$ cat config.mk
export PLATFORM = sky130hd
export DESIGN_NAME = uart_frame_collector_flat
export DESIGN_NICKNAME = d
export VERILOG_FILES = /design/src/rtl/fft_h_pkg.sv /design/src/rtl/uart_frame_collector_if.sv /design/src/rtl/frame_ram.sv /design/src/rtl/uart_frame_collector.sv /design/src/flat_wrapper.sv
export SDC_FILE = /design/constraint.sdc
export NUM_CORES = 1
export LEC_CHECK = 0
export ABC_CLOCK_PERIOD_IN_PS = 4300
export CELL_PAD_IN_SITES_DETAIL_PLACEMENT = 1
export CELL_PAD_IN_SITES_GLOBAL_PLACEMENT = 1
export CORE_AREA = 8 8 315 317
export CTS_CLUSTER_DIAMETER = 200
export DETAILED_ROUTE_END_ITERATION = 10
export DIE_AREA = 0 0 323 325
export PLACE_DENSITY = 0.71
export SETUP_SLACK_MARGIN = 0.2
export SYNTH_ARGS = -nofsm -noshare
export SYNTH_HDL_FRONTEND = slang
export SYNTH_HIERARCHICAL = 1
export SYNTH_SLANG_ARGS = --single-unit
$ cat constraint.sdc
create_clock -name i_clk -period 4.3 [get_ports i_clk]
set_clock_uncertainty 0.1 [all_clocks]
set_input_delay 0.645 -clock i_clk [delete_from_list [all_inputs] [get_ports i_clk]]
set_output_delay 0.645 -clock i_clk [all_outputs]
set_load 0.01 [all_outputs]
$ cat src/rtl/fft_h_pkg.sv
// Shared definitions for the UART frame collector: FSM state encodings,
// sample width and the default frame header byte.
package fft_h_pkg;

   localparam logic [1:0] s_SYNC  = 2'd0;
   localparam logic [1:0] s_LO    = 2'd1;
   localparam logic [1:0] s_HI    = 2'd2;
   localparam logic [1:0] s_DRAIN = 2'd3;

   localparam int SAMPLE_W = 16;

   localparam logic [7:0] SYNC_BYTE_DEF = 8'hA5;

endpackage

$ cat src/rtl/uart_frame_collector_if.sv
// Byte-in / sample-out signal bundle of the frame collector.
// master = byte source and FFT sink side, slave = the collector.
interface uart_frame_collector_if;
   import fft_h_pkg::*;

   logic                i_rx_flag;
   logic [7:0]          i_rx_byte;
   logic [SAMPLE_W-1:0] o_sample;
   logic                o_sample_valid;
   logic                i_sample_ready;
   logic                o_sample_last;
   logic                o_busy;
   logic                o_overrun;

   modport master (
      output i_rx_flag, i_rx_byte, i_sample_ready,
      input  o_sample, o_sample_valid, o_sample_last, o_busy, o_overrun
   );

   modport slave (
      input  i_rx_flag, i_rx_byte, i_sample_ready,
      output o_sample, o_sample_valid, o_sample_last, o_busy, o_overrun
   );

endinterface

$ cat src/rtl/frame_ram.sv
// Simple dual-port frame buffer: one write port, registered read port.
// Contents are not reset.
module frame_ram
   import fft_h_pkg::*;
#(
   parameter int DEPTH  = 64,
   parameter int ADDR_W = 6
) (
   input  logic                i_clk,
   input  logic                we,
   input  logic [ADDR_W-1:0]   waddr,
   input  logic [SAMPLE_W-1:0] wdata,
   input  logic [ADDR_W-1:0]   raddr,
   output logic [SAMPLE_W-1:0] rdata
);

   logic [SAMPLE_W-1:0] mem [DEPTH];

   // Write port: store a completed sample.
   always_ff @(posedge i_clk) begin
      if (we) begin
         mem[waddr] <= wdata;
      end
   end

   // Read port: one-cycle synchronous read, every cycle.
   always_ff @(posedge i_clk) begin
      rdata <= mem[raddr];
   end

endmodule

$ cat src/rtl/uart_frame_collector.sv
// Rebuilds 16-bit samples (low byte first) from a UART byte strobe after a
// sync header, buffers one frame and drains it over valid/ready with last.
module uart_frame_collector
   import fft_h_pkg::*;
#(
   parameter int         FRAME_LEN = 64,
   parameter logic [7:0] SYNC_BYTE = SYNC_BYTE_DEF
) (
   input  logic                   i_clk,
   input  logic                   i_rst,
   uart_frame_collector_if.slave  bus
);

   localparam int ADDR_W = $clog2(FRAME_LEN);
   localparam logic [ADDR_W-1:0] LAST_IDX = ADDR_W'(FRAME_LEN - 1);

   logic [1:0]          state;
   logic [1:0]          state_next;
   logic [ADDR_W-1:0]   wr_idx;
   logic [ADDR_W-1:0]   rd_idx;
   logic [ADDR_W-1:0]   rd_addr;
   logic [7:0]          lo_reg;
   logic                fetch;      // a RAM read was issued last cycle
   logic                valid;
   logic                last;
   logic [SAMPLE_W-1:0] sample;
   logic                overrun;
   logic                busy;
   logic                ram_we;
   logic [SAMPLE_W-1:0] ram_rdata;
   logic                hs;

   assign hs = valid && bus.i_sample_ready;

   frame_ram #(
      .DEPTH  (FRAME_LEN),
      .ADDR_W (ADDR_W)
   ) u_ram (
      .i_clk (i_clk),
      .we    (ram_we),
      .waddr (wr_idx),
      .wdata ({bus.i_rx_byte, lo_reg}),
      .raddr (rd_addr),
      .rdata (ram_rdata)
   );

   // State register.
   always_ff @(posedge i_clk) begin
      if (i_rst) begin
         state <= s_SYNC;
      end else begin
         state <= state_next;
      end
   end

   // Next-state logic: header hunt, byte pairing, frame drain.
   always_comb begin
      state_next = state;
      case (state)
         s_SYNC: begin
            if (bus.i_rx_flag && (bus.i_rx_byte == SYNC_BYTE)) begin
               state_next = s_LO;
            end else begin
               state_next = s_SYNC;
            end
         end
         s_LO: begin
            if (bus.i_rx_flag) begin
               state_next = s_HI;
            end else begin
               state_next = s_LO;
            end
         end
         s_HI: begin
            if (bus.i_rx_flag) begin
               state_next = (wr_idx == LAST_IDX) ? s_DRAIN : s_LO;
            end else begin
               state_next = s_HI;
            end
         end
         s_DRAIN: begin
            if (hs && (rd_idx == LAST_IDX)) begin
               state_next = s_SYNC;
            end else begin
               state_next = s_DRAIN;
            end
         end
         default: state_next = s_SYNC;
      endcase
   end

   // State-decoded controls: busy, RAM write, read address look-ahead.
   always_comb begin
      busy    = 1'b0;
      ram_we  = 1'b0;
      rd_addr = rd_idx;
      case (state)
         s_SYNC:  busy = 1'b0;
         s_LO:    busy = 1'b1;
         s_HI: begin
            busy   = 1'b1;
            ram_we = bus.i_rx_flag;
         end
         s_DRAIN: begin
            busy = 1'b1;
            // On a handshake, fetch the following sample in the same edge.
            if (hs) begin
               rd_addr = rd_idx + ADDR_W'(1);
            end else begin
               rd_addr = rd_idx;
            end
         end
         default: busy = 1'b0;
      endcase
   end

   // Datapath: low-byte latch, indices, output register, sticky overrun.
   always_ff @(posedge i_clk) begin
      if (i_rst) begin
         wr_idx  <= '0;
         rd_idx  <= '0;
         lo_reg  <= 8'h00;
         fetch   <= 1'b0;
         valid   <= 1'b0;
         last    <= 1'b0;
         sample  <= '0;
         overrun <= 1'b0;
      end else begin
         case (state)
            s_LO: begin
               if (bus.i_rx_flag) begin
                  lo_reg <= bus.i_rx_byte;
               end
            end
            s_HI: begin
               if (bus.i_rx_flag) begin
                  if (wr_idx == LAST_IDX) begin
                     wr_idx <= '0;
                     rd_idx <= '0;
                     fetch  <= 1'b0;
                  end else begin
                     wr_idx <= wr_idx + ADDR_W'(1);
                  end
               end
            end
            s_DRAIN: begin
               if (bus.i_rx_flag) begin
                  overrun <= 1'b1;
               end
               if (hs) begin
                  valid  <= 1'b0;
                  last   <= 1'b0;
                  rd_idx <= rd_idx + ADDR_W'(1);
                  fetch  <= (rd_idx != LAST_IDX);
               end else if (fetch) begin
                  valid  <= 1'b1;
                  sample <= ram_rdata;
                  last   <= (rd_idx == LAST_IDX);
                  fetch  <= 1'b0;
               end else if (!valid) begin
                  // First read of the frame after the final write.
                  fetch <= 1'b1;
               end
            end
            default: ;
         endcase
      end
   end

   assign bus.o_sample       = sample;
   assign bus.o_sample_valid = valid;
   assign bus.o_sample_last  = last;
   assign bus.o_busy         = busy;
   assign bus.o_overrun      = overrun;

endmodule
$ cat src/flat_wrapper.sv
// flat-port wrapper written by rule: the top's interface ports become plain ports
module uart_frame_collector_flat import fft_h_pkg::*;
#(
   parameter int         FRAME_LEN = 64,
   parameter logic [7:0] SYNC_BYTE = SYNC_BYTE_DEF
)
  (i_clk, i_rst, bus_i_rx_flag, bus_i_rx_byte, bus_i_sample_ready, bus_o_sample, bus_o_sample_valid, bus_o_sample_last, bus_o_busy, bus_o_overrun);
  uart_frame_collector_if bus_i ();
  input  logic i_clk;
  input  logic i_rst;
  input wire logic [$bits(bus_i.i_rx_flag)-1:0] bus_i_rx_flag;
  input wire logic [$bits(bus_i.i_rx_byte)-1:0] bus_i_rx_byte;
  input wire logic [$bits(bus_i.i_sample_ready)-1:0] bus_i_sample_ready;
  output wire logic [$bits(bus_i.o_sample)-1:0] bus_o_sample;
  output wire logic [$bits(bus_i.o_sample_valid)-1:0] bus_o_sample_valid;
  output wire logic [$bits(bus_i.o_sample_last)-1:0] bus_o_sample_last;
  output wire logic [$bits(bus_i.o_busy)-1:0] bus_o_busy;
  output wire logic [$bits(bus_i.o_overrun)-1:0] bus_o_overrun;
  assign bus_i.i_rx_flag = bus_i_rx_flag;
  assign bus_i.i_rx_byte = bus_i_rx_byte;
  assign bus_i.i_sample_ready = bus_i_sample_ready;
  assign bus_o_sample = bus_i.o_sample;
  assign bus_o_sample_valid = bus_i.o_sample_valid;
  assign bus_o_sample_last = bus_i.o_sample_last;
  assign bus_o_busy = bus_i.o_busy;
  assign bus_o_overrun = bus_i.o_overrun;
  uart_frame_collector #(.FRAME_LEN(FRAME_LEN), .SYNC_BYTE(SYNC_BYTE)) u_core (.i_clk(i_clk), .i_rst(i_rst), .bus(bus_i));
endmodule
==> results.sh <==
export IMPL_hold_buffers=0
export IMPL_synth_seq_cells=1082
export IMPL_fmax_mhz=270
export IMPL_power_density_mw_per_mm2=435
export IMPL_crit_path_end_kind="register"
export IMPL_cpMostUsedCell="buf_12"
export IMPL_vdd_drop_max_uv=333
export IMPL_worst_r2r_startpoint="u_core/state[0]"
export IMPL_hold_viol_final=0
export IMPL_status="complete, no violations"
export IMPL_die_area_mm2=0.105
export IMPL_r2r_setup_slack_ns=0.59
export IMPL_vias=21500
export IMPL_synth_edf_count=1024
export IMPL_worstPathArrival_ns=4.15
export IMPL_first_iter_violations=2147
export IMPL_drv_slew=0
export IMPL_core_area_mm2=0.0942
export IMPL_path_class="reg2reg"
export IMPL_fin_nets=2256
export IMPL_die_w_um=323
export IMPL_rows=113
export IMPL_routedWlPerCell_um=30.0
export IMPL_syn_avg_cell_area_um2=20.4
export IMPL_min_delay_worst_endpoint="u_core/u_ram/mem[26][13]"
export IMPL_dp_slack_ns=0.0558
export IMPL_crit_chain="and4_1 > nand2_1 > xnor2_2 > buf_12 > buf_12 > mux4_2 > mux2i_1 > a22oi_1 > a31oi_1 > buf_4 > a311oi_1"
export IMPL_io_buffers=31
export IMPL_gp_congestion=0.839
export IMPL_ys_seq_area_frac=0.760
export IMPL_die_h_um=325
export IMPL_p_leak_uw=0.0160
export IMPL_cp_buffers_inverters=3
export IMPL_largest_reg_flops=1024
export IMPL_regMostFlops="u_core/u_ram/mem"
export IMPL_tightest_slew_ns=1.22
export IMPL_ys_flop_type="edfxtp_1"
export IMPL_synth_area_top_cells="edfxtp_1 (73%), mux4_2 (12%), dfxtp_1 (2.8%)"
export IMPL_timing_max_cap_violations=0
export IMPL_hpwlAfterDp_um=66300
export IMPL_syn_to_final_growth_pct=14.6
export IMPL_ys_top_cells_by_count="edfxtp_1 (1024), mux4_2 (220), mux2i_1 (93), nor2_1 (86), nand2_1 (72)"
export IMPL_wl_um=108000
export IMPL_ios=32
export IMPL_netlist_area_mm2=0.0420
export IMPL_drive_above_1_share=0.259
export IMPL_fin_ws_ns=0.592
export IMPL_path_clk_slew_ns=0.06
export IMPL_rr_worst_depth=11
export IMPL_fillers=8461
export IMPL_drtAntennaViolNets=0
export IMPL_cts_repair_resized=0
export IMPL_cp_required_ns=4.74
export IMPL_drc=0
export IMPL_holdCritStartpoint="bus_i_rx_byte[5]"
export IMPL_synthArstFlopShare=0
export IMPL_reg2reg_to="u_core/u_ram/rdata[1]"
export IMPL_synth_fp_nets=2071
export IMPL_dpl_cell_count=3394
export IMPL_cts_root_buf="clkbuf_16"
export IMPL_cts_tree="yes"
export IMPL_drt_first_pass_iters=5
export IMPL_post_route_period_util=0.862
export IMPL_rsz0062_at_grt="no"
export IMPL_numCtsBuffers=111
export IMPL_postCtsSetupBuffers=0
export IMPL_yosys_warnings=6
export IMPL_setup_viol=0
export IMPL_period_needed_ns=3.71
export IMPL_track_usage=0.203
export IMPL_grt_pass1_vias=22400
export IMPL_synthesis_instances=2057
export IMPL_finalNonFillerCells=3606
export IMPL_cp_slowest_cell="dfxtp_1"
export IMPL_via_per_inst=5.97
export IMPL_crit_fanout=49
export IMPL_start_util=0.446
export IMPL_ys_types=63
export IMPL_cp_start_kind="register"
export IMPL_cp_top_family="multiplexers"
export IMPL_grt_overflow=0
export IMPL_htreeDepth=3
export IMPL_clock_sinks=1082
export IMPL_antenna_found_initial=3
export IMPL_slowest_delay_ns=0.63
export IMPL_grt_max_degree=66
export IMPL_grt_first_pass_wirelength_um=156000
export IMPL_hp_class="in2reg"
export IMPL_worstHoldPathCells=1
export IMPL_final_core_util=0.511
export IMPL_synth_top_area_cell="edfxtp_1"
export IMPL_clock_latency_ns=0.69
export IMPL_final_setup_tns_ns=0
export IMPL_netlist_area_leader_share=0.732
export IMPL_clockBufferDepth=3
export IMPL_yosysMostFrequentCell="edfxtp_1"
export IMPL_slew_limit_headroom=0.188
worst register-to-register path, cell delays in order (launching register included):
cell      delay [ns]
dfxtp_1         0.63
and4_1          0.46
nand2_1         0.15
xnor2_2         0.31
buf_12          0.21
buf_12          0.30
mux4_2          0.39
mux2i_1         0.41
a22oi_1         0.13
a31oi_1         0.23
buf_4           0.19
a311oi_1        0.06
kinds of logic after synthesis:
group                      share of synthesized area
AOI/OAI and AO/OA                             0.0326
buffers and inverters                         0.0202
DFF                                            0.760
xor gates and xnor gates                    0.000834
adders and majority gates                   0.000596
and+or+nand+nor                               0.0354
muxes                                          0.150
cell type report:
type,instances,area [µm²],share of cell area
repair buffers,194,1720,0.0357
clock inverters,66,606,0.0126
well taps,1265,1580,0.0329
clock buffers,139,2960,0.0614
multi-input cells,848,9280,0.193
diodes,7,17.5,0.000364
inverters,5,18.8,0.000390
flip-flops and latches,1082,31900,0.664
report_power, final:
| part | switching (µW) | leakage, µW | total, µW | internal, µW |
|---|---|---|---|---|
| registers | 0.340 | 0.0109 | 11400 | 11400 |
| logic | 110 | 0.00333 | 124 | 13.7 |
| clock network | 3970 | 0.00175 | 9380 | 5410 |
| total | 4080 | 0.0160 | 20900 | 16900 |
worst max-delay path by stage:
stage | startpoint | to | slack [ns] | depth (start not counted)
after global placement | bus_i_sample_ready | u_core/u_ram/rdata[10] | 0.15 | 10
after global routing | u_core/state[0] | u_core/u_ram/rdata[4] | 0.52 | 11
after CTS | u_core/state[0] | u_core/u_ram/rdata[11] | 0.67 | 9
final | u_core/state[0] | u_core/u_ram/rdata[1] | 0.59 | 11
after detailed placement | bus_i_sample_ready | u_core/u_ram/rdata[11] | 0.06 | 10
after floorplan | bus_i_rx_flag | u_core/u_ram/mem[48][0] | 1.09 | 7
per-stage QoR:
| stage | total power (µW) | cell area (µm²) | hold WS (ns) |
|---|---|---|---|
| 6_report | 20900 | 48100 | 0.338 |
| 2_1_floorplan | 11700 | 42000 | 0.329 |
| 4_1_cts | 21100 | 48100 | 0.289 |
| 5_1_grt | 21400 | 48100 | 0.315 |
| 3_5_place_dp | 11800 | 44500 | 0.354 |
| 3_3_place_gp | 11800 | 44500 | 0.352 |
cell usage in the layout, fill, tap and decap left out, types with 44 or more instances in the layout:
cell	count
mux2i_1	93
clkbuf_16	113
nor2_1	86
nand2_1	71
edfxtp_1	1024
nand3_1	46
dfxtp_1	50
buf_4	145
mux4_2	220
a21oi_1	44
per-layer routing:
metal / share of wire / vias to the layer above / track usage
met5: 0 / - / 0
met1: 0.41 / 11600 / 0.276
li1: - / 8906 / -
met3: 0.068 / 187 / 0.0315
met2: 0.49 / 823 / 0.334
met4: 0.035 / 0 / 0.0680
Power figures use the tool's default switching activity.
